**config.mk**
```make
export PLATFORM = sky130hd
export DESIGN_NAME = busy_monitor
export DESIGN_NICKNAME = d
export VERILOG_FILES = /design/src/rtl/busy_monitor.sv
export SDC_FILE = /design/constraint.sdc
export NUM_CORES = 1
export LEC_CHECK = 0
export CORE_ASPECT_RATIO = 0.5
export CORE_UTILIZATION = 45
export CTS_CLUSTER_DIAMETER = 80
export DETAILED_ROUTE_END_ITERATION = 6
export PLACE_DENSITY = 0.78
export RECOVER_POWER = 50
export SLEW_MARGIN = 20
export SYNTH_ARGS = -nofsm -noshare
export SYNTH_HDL_FRONTEND = slang
export SYNTH_SLANG_ARGS = --single-unit
```
**constraint.sdc**
```tcl
create_clock -name clk -period 2.5 [get_ports clk]
set_clock_uncertainty 0.1 [all_clocks]
set_input_delay 0.5 -clock clk [delete_from_list [all_inputs] [get_ports clk]]
set_output_delay 0.5 -clock clk [all_outputs]
set_load 0.01 [all_outputs]
```
**src/rtl/busy_monitor.sv**
```systemverilog
// busy_monitor: waits for the EPD BUSY pin to settle at its idle level and
// reports done, timeout or abort, with elapsed-cycle readback.
module busy_monitor #(
   parameter int unsigned CNT_W       = 32,
   parameter int unsigned SYNC_STAGES = 2,
   parameter int unsigned FILTER_LEN  = 4,
   parameter bit          BUSY_ACTIVE = 1'b1
) (
   input  logic             clk,
   input  logic             reset,
   input  logic             start,
   input  logic             abort,
   input  logic [CNT_W-1:0] min_cycles,
   input  logic [CNT_W-1:0] tmo_cycles,
   input  logic             epd_busy,
   output logic             busy,
   output logic             done,
   output logic             timeout,
   output logic             aborted,
   output logic [CNT_W-1:0] elapsed,
   output logic             pin_idle
);

   localparam logic                 IDLE_LVL = ~BUSY_ACTIVE;
   localparam int unsigned          FCNT_W   = $clog2(FILTER_LEN + 1);
   localparam logic [FCNT_W-1:0]    FMAX     = FCNT_W'(FILTER_LEN);

   typedef enum logic [1:0] {S_IDLE, S_SETTLE, S_WAIT} state_t;

   state_t             state, state_nxt;
   logic [SYNC_STAGES-1:0] sync_q;
   logic [FCNT_W-1:0]  fcnt, fcnt_nxt;
   logic [CNT_W-1:0]   cnt, cnt_nxt, cnt_inc;
   logic [CNT_W-1:0]   min_lat, min_nxt, tmo_lat, tmo_nxt;
   logic [CNT_W-1:0]   elapsed_nxt;
   logic               busy_nxt, done_nxt, timeout_nxt, aborted_nxt;
   logic               synced;

   assign synced  = sync_q[SYNC_STAGES-1];
   assign cnt_inc = (cnt == '1) ? cnt : cnt + 1'b1;

   always_comb begin
      fcnt_nxt = '0;
      if (synced == IDLE_LVL)
         fcnt_nxt = (fcnt == FMAX) ? fcnt : fcnt + 1'b1;
   end

   always_comb begin
      state_nxt   = state;
      cnt_nxt     = cnt;
      min_nxt     = min_lat;
      tmo_nxt     = tmo_lat;
      busy_nxt    = busy;
      elapsed_nxt = elapsed;
      done_nxt    = 1'b0;
      timeout_nxt = 1'b0;
      aborted_nxt = 1'b0;
      case (state)
         S_IDLE: begin
            if (start) begin
               state_nxt = S_SETTLE;
               busy_nxt  = 1'b1;
               cnt_nxt   = '0;
               min_nxt   = min_cycles;
               tmo_nxt   = tmo_cycles;
            end
         end
         S_SETTLE: begin
            if (abort) begin
               state_nxt   = S_IDLE;
               busy_nxt    = 1'b0;
               elapsed_nxt = cnt;
               aborted_nxt = 1'b1;
            end else begin
               cnt_nxt = cnt_inc;
               if (cnt >= min_lat)
                  state_nxt = S_WAIT;
            end
         end
         S_WAIT: begin
            // Termination priority: abort, then done, then timeout.
            if (abort || pin_idle || (tmo_lat != '0 && cnt >= tmo_lat)) begin
               state_nxt   = S_IDLE;
               busy_nxt    = 1'b0;
               elapsed_nxt = cnt;
               aborted_nxt = abort;
               done_nxt    = !abort && pin_idle;
               timeout_nxt = !abort && !pin_idle;
            end else begin
               cnt_nxt = cnt_inc;
            end
         end
         default: begin
            state_nxt = S_IDLE;
            busy_nxt  = 1'b0;
         end
      endcase
   end

   always_ff @(posedge clk) begin
      if (reset) begin
         state    <= S_IDLE;
         sync_q   <= {SYNC_STAGES{IDLE_LVL}};
         fcnt     <= '0;
         pin_idle <= 1'b0;
         cnt      <= '0;
         min_lat  <= '0;
         tmo_lat  <= '0;
         busy     <= 1'b0;
         done     <= 1'b0;
         timeout  <= 1'b0;
         aborted  <= 1'b0;
         elapsed  <= '0;
      end else begin
         state    <= state_nxt;
         sync_q   <= {sync_q[SYNC_STAGES-2:0], epd_busy};
         fcnt     <= fcnt_nxt;
         pin_idle <= (fcnt_nxt == FMAX);
         cnt      <= cnt_nxt;
         min_lat  <= min_nxt;
         tmo_lat  <= tmo_nxt;
         busy     <= busy_nxt;
         done     <= done_nxt;
         timeout  <= timeout_nxt;
         aborted  <= aborted_nxt;
         elapsed  <= elapsed_nxt;
      end
   end

endmodule

```
---- Word-level counts from Yosys, hierarchy flattened ----
Cells that the tools add are included.
word-level totals
  bits in writable memories ............... 0
  logic and storage cells ................. 68
  flip-flop bits (word level) ............. 140
  output and inout port bits .............. 37
  latch bits .............................. 0
  memories kept ........................... 0
  ROM bits ................................ 0
  bits of input ports ..................... 69
operators by class
  equal/unequal tests ..................... 11
  div/mod/pow operators ................... 0
  multipliers ............................. 0
  order comparisons ....................... 2
  bitwise gates (word level) .............. 2
  shifts and indexed selects .............. 0
  multiplexer cells ....................... 22
  add/subtract/negate cells ............... 2
  reductions and logical operators ........ 17
operator list
  kind                     count
  $mux W32                 6
  $pmux W32 S3             1
  $ge A32 B32 Y1           2
  $pmux W32 S2             1
  $add A32 B1 Y32 const B  1
  $eq A32 B32 Y1 const B   1
  $reduce_bool A32 Y1      1
  $ne A2 B2 Y1 const B     5
  $reduce_and A3 Y1        3
  $mux W2                  4
  $eq A3 B3 Y1 const B     2
  $mux W3                  2
  $pmux W2 S3              1
  $mux W1                  5
  $reduce_and A4 Y1        1
  $add A3 B1 Y3 const B    1
  $logic_and A1 B1 Y1      3
  $ne A3 B3 Y1 const B     1
  $pmux W1 S3              1
  $reduce_bool A3 Y1       1
  $reduce_or A3 Y1         1
  $eq A2 B1 Y1 const B     1
  $eq A2 B2 Y1 const B     1
  $logic_not A1 Y1         2
  other kinds (6)          8

---- Longest topological paths before layout ----
  depth after elaboration ................. 5
  gate-level depth with buffers ........... 11
  depth with buffers taken out ............ 9

---- Worst setup path after synthesis ----
OpenSTA, ideal clock, no wires.
  path kind ............................... register -> register
  from .................................... register cnt[0]
  to ...................................... register cnt[31]
  data arrival time ....................... 2520 ps
  period minus slack after synthesis ...... 2706 ps
  required time ........................... 2314 ps
  path buffers ............................ 0
  stages on the path, launching flop included .. 10
  slack ................................... -206 ps
  setup time .............................. 86 ps
  cell sequence ........................... dfxtp_1 > inv_1 > ha_1 > nand2b_1 > a2111o_1 > a31oi_2 > a21oi_2 > o211a_1 > or4_4 > a221oi_2
on the way
  cells in the longest elaborated chain, start to end .. 5
  elaborated cells on any way between the ends .. 11
  those cells by class .................... add/sub: 1; order compare: 1; eq/ne: 2; mux: 4; reduce/logical: 3
RTL lines
  item                         line  text
  from (decl)                  33    logic [CNT_W-1:0] cnt, cnt_nxt, cnt_inc;
  from (signal assigned)       119   cnt <= cnt_nxt;
  $ge A32 B32 Y1               82    if (abort || pin_idle || (tmo_lat != '0 && cnt >= tmo_lat)) begin
  $logic_and A1 B1 Y1          82
  $logic_or A1 B1 Y1           82
  $ne A2 B2 Y1 (no line)       n/a
  $reduce_and A4 Y1 (no line)  n/a
Several ways; a longest one is shown, not always the timed one. The select of a mux whose other input is x is not followed.
A chain may end at the register's enable or synchronous reset.

---- Worst setup path after layout ----
  from .................................... register cnt[18]
  to ...................................... register cnt[10]
The elaborated chain is that of the path after synthesis.

==> impl_metrics.csv <==
group,metric,value,unit
status,run_status,"complete, but fails checks",
status,violations,"negative setup slack",
die,start_util,46.09,%
worst_setup_path,rrSetupSlack,-0.31,ns
min_path,hp-class,"flop to flop",
timing,worst_pin_slew,1.205,ns
clock_network,clk-insertion-delay-late,0.43,ns
route,vias_per_cell,5.687,
die,fp.dieH,93.74,um
worst_setup_path,cp_top_family,"compound AO/OA/AOI/OAI gates",
worst_setup_path,crit_slowest_cell,"o41ai_4",
cells_and_area,area_growth,50.03,%
synth,synth_mux_area_share,4.575,%
route,num_vias,8189,
global_routing,grt_pass1_vias,7861,
power_and_ir_drop,powerDensity,777.5,nW/um2
synth,synthXorXnorAreaFrac,0.3469,%
min_path,worst_hold_path.endpoint,"sync_q[1]$_SDFF_PP0_",
worst_setup_path,cp.arrival,2.99,ns
route,drcViolationCount,0,
placement,place_ws,-0.7837,ns
route,drt_iter0_markers,916,
synth,synth_top_area_cell,"dfxtp_1",
min_path,hold_depth,1,
placement,routabilityCongestion,0.9483,
clock_network,numCtsBuffers,17,
die,dieArea,17390,um2
cells_and_area,fillers,1248,
cells_and_area,drive_gt1_share,26.67,%
timing,finalSetupViolations,66,
synth,synthCells,955,
route,top_layer,"met5",
worst_setup_path,ff2ff_path_depth,10,
power_and_ir_drop,ir_drop,492.8,uV
worst_setup_path,path_buf_inv,2,
route,route.met2.wl,11.76,mm
worst_setup_path,crit_chain,"ha_2, o21ai_2, nor2_2, a2111oi_4, nand3_2, buf_6, o211ai_4, nand2_4, buf_12, o41ai_4",
clock_network,cts_hold_buffers,0,
cells_and_area,final_util,69.16,%
clock_network,cts_tree,"yes",
power_and_ir_drop,leakage,4.880,nW
worst_setup_path,critPathKind,"flop to flop",
synth,synth-simple-area-share,22.96,%
clock_network,clkSlewWorstSetupHoldPaths,0.06,ns
synth,synthesis.area,7575,um2
synth,synth_warnings,0,
synth,synthFlopType,"dfxtp_1",
synth,ys_seq_area_share,37.00,%
placement,dp_hpwl,18.86,mm
worst_setup_path,cp-end-kind,"flop",
timing,period_minus_slack,2.813,ns
synth,synth.avg_cell_area,7.932,um2
synth,synth_nets,1094,
synth,synth_compound_area_share,17.31,%
flow_run,drv_cap,0,
worst_setup_path,critPathRequiredTime,2.68,ns
worst_setup_path,crit_cells,10,
die,core_region_area,16430,um2
synth,ys_async_sr_fraction,0,%
route,wl_met3,3.565,mm
clock_network,cts-root-buf,"clkbuf_16",
min_path,min_from,"sync_q[0]$_SDFF_PP0_",
clock_network,h-tree-depth,4,
synth,ys_types,70,
cells_and_area,layout.nets,1337,
timing,fmax,355.4,MHz
route,drtAntennaViolNets,0,
worst_setup_path,r2r_start,"cnt[18]$_SDFFE_PP0P_",
global_routing,grt_overflow_total,0,
clock_network,numClockSinks,140,
timing,fin_ws,-0.3134,ns
worst_setup_path,reg2reg_to,"cnt[10]$_SDFFE_PP0P_",
synth,synth_most_common_cell,"nand2_1",
global_routing,grt_max_degree,65,
placement,portBuffers,105,
die,ios,106,
timing,final_max_slew_viol_count,0,
global_routing,antenna_found_initial,4,
synth,synthAdderAreaFrac,11.56,%
synth,synth_top_family_by_area,"simple AND/OR/NAND/NOR gates",
synth,synth_top_area_share,37.00,%
synth,synth_edf_count,0,
clock_network,clk_path_buf_depth,2,
die,rows,33,
route,wl_met1,11.92,mm
timing,grt_setup_unrepaired,"yes",
global_routing,grt_pass1_wl,41.86,mm
die,die_w,185.5,um
synth,synth.area.top_cells,"dfxtp_1, ha_1, nand2_1",
synth,ys_ff_latch,140,
synth,yosys-top-cells-count,"nand2_1, dfxtp_1, a21oi_1",
route,routed_wl,27.94,mm
worst_setup_path,cp_max_fo,5,
timing,finalHoldViolations,0,
route,firstDrtPassIters,5,
worst_setup_path,start_kind,"flop",
route,wire_per_inst,19.40,um
timing,fin_crit_sh,112.5,%
timing,slew_headroom,19.68,%
worst_setup_path,cp_slowest_stage_delay,0.46,ns
global_routing,grt_usage,32.07,%
[per-stage QoR]
stage	area, um2	hold WS, ns	total power, W	cells	setup TNS [ns]
6_report	11360	0.3395	0.008836	1440	-12.20
5_1_grt	11360	0.3699	0.009190	1439	-17.64
4_1_cts	11120	0.3339	0.008572	1430	-1.488
3_5_place_dp	9838	0.3227	0.005457	1384	-21.38
3_3_place_gp	9838	0.3189	0.005388	1384	-16.28
2_1_floorplan	7594	0.3138	0.004345	955	-0.09745
[state kept, by name (all words and copies together) (netlist names)]
register,count
timeout,1
state,2
aborted,1
pin_idle,1
busy,1
done,1
cnt,32
tmo_lat,32
sync_q,2
min_lat,32
fcnt,3
elapsed,32
[final cells by class]
class	instances	area, um2	share of cell area [%]
multi-input combinational	695	4917	43.27
clock buffer	20	446.7	3.930
clock inverter	12	162.7	1.431
antenna	2	5.005	0.04404
inverter	76	285.3	2.510
tap	227	284.0	2.499
timing repair buffer	268	2414	21.24
sequential	140	2850	25.08
[worst max path at each step]
| stage | startpoint | to |
|---|---|---|
| 2_1_floorplan | tmo_lat[31]$_SDFFE_PP0P_ | cnt[3]$_SDFFE_PP0P_ |
| 3_3_place_gp | cnt[31]$_SDFFE_PP0P_ | cnt[10]$_SDFFE_PP0P_ |
| 3_5_place_dp | cnt[31]$_SDFFE_PP0P_ | cnt[10]$_SDFFE_PP0P_ |
| 4_1_cts | cnt[0]$_SDFFE_PP0P_ | cnt[17]$_SDFFE_PP0P_ |
| 5_1_grt | tmo_lat[17]$_SDFFE_PP0P_ | cnt[10]$_SDFFE_PP0P_ |
| 6_report | cnt[18]$_SDFFE_PP0P_ | cnt[10]$_SDFFE_PP0P_ |
[kinds of logic (layout without fill, tap and decap cells)]
group | after synthesis | in the layout
AO/OA/AOI/OAI | 205 | 205
XOR/XNOR | 3 | 3
adder cells (fa/ha/maj) | 70 | 70
buffers and inverters | 120 | 376
flip-flops | 140 | 140
multiplexers | 34 | 34
other | 0 | 2
AND/OR/NAND/NOR | 383 | 383
[worst register-to-register path, stage by stage, from the launching register on]
cell       delay [ns]
dfxtp_4          0.39
ha_2             0.29
o21ai_2          0.14
nor2_2           0.08
a2111oi_4        0.41
nand3_2          0.14
buf_6            0.15
o211ai_4         0.23
nand2_4          0.12
buf_12           0.16
o41ai_4          0.46
[routing by layer]
layer  track usage [%]  up-vias
met1             42.70     3867
met5                 0        -
met2             47.69      428
met4             10.54        2
met3             11.55       81
li1                  -     3811
[cell usage in the layout, fill, tap and decap left out, types with 12 or more instances in the layout]
master,Yosys,final
nand2_1,233,229
buf_4,0,141
dfxtp_1,140,110
a21oi_1,103,93
clkdlybuf4s50_1,0,68
inv_1,74,67
ha_1,70,54
dlygate4sd3_1,0,36
nor2_1,33,29
mux2i_1,29,29
dfxtp_2,0,26
nand4_1,22,22
o21ai_0,25,18
clkbuf_16,0,17
a21o_1,16,15
ha_4,0,15
nand3_1,18,14
nor4_1,18,13
buf_6,2,12
[power by group]
group / leakage, nW / total, W / switching (W) / internal, W
clock network: 0.292 / 0.00266 / 0.00105 / 0.00161
logic: 3.43 / 0.00359 / 0.00202 / 0.00157
registers: 1.15 / 0.00259 / 0.000133 / 0.00245
total: 4.88 / 0.00884 / 0.00320 / 0.00564
[what timing repair did]
item / in CTS / in global routing
cloned: 4 / 0
pin swaps: 32 / 25
setup endpoints to repair: 68 / 68
setup buffers: 11 / 10
gates resized for setup: 101 / 53
Note: power is estimated with default switching activity, not from simulation.
